===== config.mk =====
export PLATFORM = sky130hd
export DESIGN_NAME = burst_buf_param
export DESIGN_NICKNAME = d
export VERILOG_FILES = /design/src/rtl/burst_buf_param.sv
export SDC_FILE = /design/constraint.sdc
export NUM_CORES = 1
export LEC_CHECK = 0
export BUFFER_PORTS_ARGS = -buffer_cell sky130_fd_sc_hd__buf_2
export CAP_MARGIN = 10
export CORE_MARGIN = 3
export CORE_UTILIZATION = 52
export CTS_CLUSTER_DIAMETER = 200
export DETAILED_ROUTE_END_ITERATION = 10
export GPL_ROUTABILITY_DRIVEN = 0
export MAX_ROUTING_LAYER = met4
export PLACE_DENSITY = 0.75
export SLEW_MARGIN = 20
export SYNTH_ARGS = -nofsm -noshare
export SYNTH_HDL_FRONTEND = slang
export SYNTH_SLANG_ARGS = --single-unit

===== constraint.sdc =====
create_clock -name CLK -period 2.2 [get_ports CLK]
set_input_delay 0.66 -clock CLK [delete_from_list [all_inputs] [get_ports CLK]]
set_output_delay 0.66 -clock CLK [all_outputs]
set_load 0.01 [all_outputs]

===== src/rtl/burst_buf_param.sv =====
`default_nettype none
// ============================================================================
// Module   : burst_buf_param
// Purpose  : Enable-framed burst capture/replay buffer with FIFO or LIFO
//            drain, downstream stall, fill level, sticky overflow and done.
// Option   : BURST_BUF_PARITY_EN adds per-word even parity, par_err output
//            and the force_perr test input.
// Revision : 1.0  initial release
// ============================================================================
module burst_buf_param #(
    parameter int WIDTH = 8,
    parameter int DEPTH = 4,
    localparam int CW = $clog2(DEPTH + 1)
) (
    input  logic             CLK,
    input  logic             RST,
    input  logic             e_in,
    input  logic [WIDTH-1:0] data_in,
    input  logic             mode_lifo,
    input  logic             out_ready,
    output logic             e_out,
    output logic [WIDTH-1:0] data_out,
    output logic [CW-1:0]    level,
    output logic             busy,
    output logic             ovf,
    output logic             done
`ifdef BURST_BUF_PARITY_EN
    ,
    input  logic             force_perr,
    output logic             par_err
`endif
);

    localparam int          AW       = $clog2(DEPTH);
    localparam logic [CW-1:0] C_DEPTH  = CW'(DEPTH);
    localparam logic [CW-1:0] C_ONE    = CW'(1);
    localparam logic [CW:0]   C_RD_ONE = (CW + 1)'(1);

    typedef enum logic [1:0] {
        S_IDLE  = 2'd0,
        S_FILL  = 2'd1,
        S_DRAIN = 2'd2
    } state_t;

    state_t           r_state, w_state_nxt;
    logic [WIDTH-1:0] r_mem [DEPTH];
    logic [CW-1:0]    r_level, w_level_nxt;
    logic [CW-1:0]    r_rem, w_rem_nxt;
    // One bit wider than the count so the LIFO pointer can step past entry 0
    logic [CW:0]      r_rd, w_rd_nxt;
    logic             r_lifo, w_lifo_nxt;
    logic             r_e_out, w_e_out_nxt;
    logic [WIDTH-1:0] r_data_out, w_data_nxt;
    logic             r_busy, w_busy_nxt;
    logic             r_ovf, w_ovf_nxt;
    logic             r_done, w_done_nxt;
    logic             w_wr_en;
    logic [AW-1:0]    w_wr_idx;
    logic [AW-1:0]    w_rd_idx;
    logic [WIDTH-1:0] w_rd_data;

    assign w_rd_idx  = r_rd[AW-1:0];
    assign w_rd_data = r_mem[w_rd_idx];

    always_comb begin
        w_state_nxt = r_state;
        w_level_nxt = r_level;
        w_rem_nxt   = r_rem;
        w_rd_nxt    = r_rd;
        w_lifo_nxt  = r_lifo;
        w_e_out_nxt = 1'b0;
        w_data_nxt  = '0;
        w_busy_nxt  = r_busy;
        w_ovf_nxt   = r_ovf;
        w_done_nxt  = 1'b0;
        w_wr_en     = 1'b0;
        w_wr_idx    = '0;
        case (r_state)
            S_IDLE: begin
                if (e_in) begin
                    w_wr_en     = 1'b1;
                    w_level_nxt = C_ONE;
                    w_ovf_nxt   = 1'b0;
                    w_state_nxt = S_FILL;
                end
            end
            S_FILL: begin
                if (e_in) begin
                    if (r_level < C_DEPTH) begin
                        w_wr_en     = 1'b1;
                        w_wr_idx    = r_level[AW-1:0];
                        w_level_nxt = r_level + C_ONE;
                    end else begin
                        w_ovf_nxt   = 1'b1;
                    end
                end else begin
                    w_lifo_nxt  = mode_lifo;
                    w_rd_nxt    = mode_lifo ? ({1'b0, r_level} - C_RD_ONE) : '0;
                    w_rem_nxt   = r_level;
                    w_busy_nxt  = 1'b1;
                    w_state_nxt = S_DRAIN;
                end
            end
            S_DRAIN: begin
                if (r_rem == '0) begin
                    w_busy_nxt  = 1'b0;
                    w_done_nxt  = 1'b1;
                    w_state_nxt = S_IDLE;
                end else if (out_ready) begin
                    w_e_out_nxt = 1'b1;
                    w_data_nxt  = w_rd_data;
                    w_rd_nxt    = r_lifo ? (r_rd - C_RD_ONE) : (r_rd + C_RD_ONE);
                    w_rem_nxt   = r_rem - C_ONE;
                    w_level_nxt = r_level - C_ONE;
                end else begin
                    // Stall bubble keeps the previous word on the bus
                    w_data_nxt  = r_data_out;
                end
            end
            default: begin
                w_state_nxt = S_IDLE;
            end
        endcase
    end

    always_ff @(posedge CLK or posedge RST) begin
        if (RST) begin
            r_state    <= S_IDLE;
            r_level    <= '0;
            r_rem      <= '0;
            r_rd       <= '0;
            r_lifo     <= 1'b0;
            r_e_out    <= 1'b0;
            r_data_out <= '0;
            r_busy     <= 1'b0;
            r_ovf      <= 1'b0;
            r_done     <= 1'b0;
        end else begin
            r_state    <= w_state_nxt;
            r_level    <= w_level_nxt;
            r_rem      <= w_rem_nxt;
            r_rd       <= w_rd_nxt;
            r_lifo     <= w_lifo_nxt;
            r_e_out    <= w_e_out_nxt;
            r_data_out <= w_data_nxt;
            r_busy     <= w_busy_nxt;
            r_ovf      <= w_ovf_nxt;
            r_done     <= w_done_nxt;
        end
    end

    always_ff @(posedge CLK) begin
        if (w_wr_en) begin
            r_mem[w_wr_idx] <= data_in;
        end
    end

`ifdef BURST_BUF_PARITY_EN
    logic r_par [DEPTH];
    logic r_par_err;
    logic w_par_err_nxt;

    always_ff @(posedge CLK) begin
        if (w_wr_en) begin
            r_par[w_wr_idx] <= (^data_in) ^ force_perr;
        end
    end

    assign w_par_err_nxt = w_e_out_nxt & ((^w_rd_data) != r_par[w_rd_idx]);

    always_ff @(posedge CLK or posedge RST) begin
        if (RST) begin
            r_par_err <= 1'b0;
        end else begin
            r_par_err <= w_par_err_nxt;
        end
    end

    assign par_err = r_par_err;
`endif

    assign e_out    = r_e_out;
    assign data_out = r_data_out;
    assign level    = r_level;
    assign busy     = r_busy;
    assign ovf      = r_ovf;
    assign done     = r_done;

endmodule
`default_nettype wire


==> impl_metrics.yaml <==
power:
  cellInternalPower_mw: 2.26
  seq_power_share: 0.445
  switching_share: 0.355
  max-vdd-ir-drop_mv: 0.561
  power.combinational.fraction: 0.373
  total_leakage_power_nw: 1.18
  power-per-cell-area_mw_per_mm2: 1270
  clkPwrFrac: 0.182
  totalPowerFinal_mw: 3.51
  netsw_mw: 1.25
synthesis:
  synth_edf_count: 32
  synth.largest_area_cell: "sky130_fd_sc_hd__edfxtp_1"
  asyncSetResetFlopFracSynth: 0.418
  largest_family_of_logic_cells_by_synthesized_area: "simple AND/OR/NAND/NOR gates"
  yosys_warnings: 0
  syn_avg_cell_area_um2: 13.4
  synthMostInstantiatedCell: "sky130_fd_sc_hd__edfxtp_1"
  synth_simple_gate_area_frac: 0.0948
  yosys.area_share.adder: 0.0504
  ys_top_cells_by_area: "sky130_fd_sc_hd__edfxtp_1 39%, sky130_fd_sc_hd__dfrtp_1 23%, sky130_fd_sc_hd__mux4_2 7.3%"
  synth_top_cells_by_count: "32 x sky130_fd_sc_hd__edfxtp_1, 23 x sky130_fd_sc_hd__dfrtp_1, 18 x sky130_fd_sc_hd__nand2_1, 17 x sky130_fd_sc_hd__inv_1, 12 x sky130_fd_sc_hd__o21ai_0"
  postSynthNetCount: 208
  synth.area.mux_share: 0.0857
  synthesis.area_mm2: 0.00248
  post_synth_xor_area_fraction: 0.0177
  synth_compound_gate_area_share: 0.0827
  syn_inst: 185
  synth_ff_type: "sky130_fd_sc_hd__edfxtp_1"
  synth.ff_latch_count: 55
  seq_area_frac_synth: 0.619
  synth_cell_types: 39
  yosysTopAreaCellShare: 0.387
grt:
  grt_antenna_before_repair: 0
  grt_start_max_net_pins: 24
  grt_first_pass_wirelength_um: 6650
  vias_in_the_first_global_route: 1416
  grt.overflow.total: 0
  track_usage: 0.167
clock_network:
  cts_resized: 0
  cts_tree: "yes"
  clock-root-buffer: "sky130_fd_sc_hd__clkbuf_8"
  clock_latency_on_the_worst_skew_pair_ps: 310
  cts_buffers: 5
  max-clock-path-buffers: 2
  post_cts_hold_buffer_count: 0
  cts_sink_cnt: 55
  cts_setup_buffers: 0
  h-tree-depth: 2
  clkSlewWorstSetupHoldPaths_ps: 100
sta:
  tns_ps: 0
  hold_viol: 0
  finalWorstPathRequiredPeriod_ps: 1930
  final-setup-viol-count: 0
  worst-slew-pin-transition_ps: 520
  finClkSkew_ps: 11.1
  fmaxAchievable_mhz: 517
  timing.final.max_slew_violations: 0
  rsz0062_at_grt: "false"
  slew_headroom: 0.654
  min_period_over_period: 0.879
floorplanning:
  dieHeight_um: 75.1
  die-area_mm2: 0.00564
  io_pins: 28
  rows: 24
  floorplan.initialDensity: 0.555
  die_width_um: 75.1
  floorplan.core_area_mm2: 0.00447
worst_setup_path:
  timing.critical_path.arrival_ps: 1910
  worst_path_maximum_fanout: 10
  crit-reg2reg-launch: "r_state[1]$_DFFE_PP0P_"
  criticalPathCategory: "register to register"
  setup.reg_to_reg.worst_slack_ps: 270
  critPathRequiredTime_ps: 2170
  r2r_cells: 4
  worstSetupStartpointType: "register"
  timing.rr.end: "r_mem[0][6]$_DFFE_PP_"
  worst_setup_path_end_kind: "register"
final_layout:
  layout.nets: 238
  final_cell_count_no_fill: 268
  layout.filler_cells: 343
  finalCoreUtilization: 0.620
  area_occupied_by_registers_mm2: 0.00154
  syn_to_final_growth_pct: 11.8
  antenna_cells_inserted: 0
  drive_gt1_frac: 0.236
  multi_input_combinational_cell_area_um2: 822
outcome:
  run_status: "completed"
hold_path:
  hold_path.class: "primary input to async pin"
flow_run:
  maxCapViolCount: 0
route:
  drtAntennaViolNets: 0
  avgViaCountPerCell: 5.41
  drc_errors: 0
  detailedRoute.firstIterationViolations: 44
  routedWlPerCell_um: 15.1
  via_count: 1449
  routed_wl_um: 4050
  drt_pass1_iterations: 4
placed_design:
  quantity_of_i_o_buffers_inserted_on_ports: 27
  post_detail_place_hpwl_um: 2910
  place.detailed.instances: 260
==> worst max path at each step <==
stage | from | endpoint | slack [ps]
global placement | r_state[1]$_DFFE_PP0P_ | r_mem[0][0]$_DFFE_PP_ | 340
CTS | r_state[1]$_DFFE_PP0P_ | r_mem[0][1]$_DFFE_PP_ | 260
global route | r_state[1]$_DFFE_PP0P_ | r_mem[0][6]$_DFFE_PP_ | 120
floorplan | r_state[1]$_DFFE_PP0P_ | r_mem[2][0]$_DFFE_PP_ | 150
finish | r_state[1]$_DFFE_PP0P_ | r_mem[0][6]$_DFFE_PP_ | 270
detailed placement | r_state[1]$_DFFE_PP0P_ | r_mem[0][0]$_DFFE_PP_ | 260
==> critical path: stages, from the launching register on <==
cell and delay [ps]:
sky130_fd_sc_hd__dfrtp_1 420, sky130_fd_sc_hd__inv_1 140, sky130_fd_sc_hd__ha_1 370, sky130_fd_sc_hd__nor4b_1 280, sky130_fd_sc_hd__o21a_1 390
==> cell usage in the layout (no fill, tap or decap), drive strengths merged, types with 2 or more instances in the layout <==
cell type and n:
buf 32, nor2b 2, dfrtp 23, clkbuf 6, nand2b 4, inv 19, mux4 8, mux2 2
o21ai 13, nor2 7, nand2 18, nand3 2, and3 4, a21oi 10, xnor2 2, o211ai 2
ha 10, xor2 3, edfxtp 32, nor3b 4
==> power by group through the flow <==
stage	registers, mW	clock network (mW)	logic [mW]
2_1_floorplan	1.50	0	1.08
3_3_place_gp	1.57	0	1.27
3_5_place_dp	1.59	0	1.31
4_1_cts	1.57	0.655	1.32
5_1_grt	1.60	0.693	1.47
6_report	1.56	0.640	1.31
==> sequential cells by signal (all words and copies together), names as in the netlist <==
name      flops
r_state       2
level         3
r_mem        32
r_rd          2
ovf           1
e_out         1
r_lifo        1
done          1
r_rem         3
data_out      8
busy          1
==> logic make-up after synthesis <==
group                      after synthesis
DFF                                     55
and+or+nand+nor                         44
adders and majority gates               10
muxes                                   11
xor gates and xnor gates                 5
AOI/OAI and AO/OA                       34
buffers and inverters                   26
==> layer usage <==
| metal | share of wire | vias to the layer above | GRT usage |
|---|---|---|---|
| met3 | 0.041 | 4 | 0.0320 |
| met5 | 0 | - | - |
| li1 | - | 717 | - |
| met2 | 0.44 | 30 | 0.243 |
| met4 | 0.014 | 0 | 0.0771 |
| met1 | 0.50 | 698 | 0.228 |
==> stage by stage <==
| step | cell area [um2] | setup WS (ps) | hold WS (ps) |
|---|---|---|---|
| floorplan | 2480 | 145 | 502 |
| global placement | 2660 | 341 | 458 |
| detailed placement | 2660 | 263 | 465 |
| CTS | 2770 | 257 | 367 |
| global route | 2770 | 121 | 392 |
| finish | 2770 | 267 | 364 |
==> area by class of cell <==
type / instances / area share
tap: 52 / 0.0235
sequential: 55 / 0.554
clock inverter: 2 / 0.00722
multi-input combinational: 104 / 0.296
timing repair buffer: 32 / 0.0622
inverter: 17 / 0.0230
clock buffer: 6 / 0.0338
Note: power is estimated with default switching activity, not from simulation.
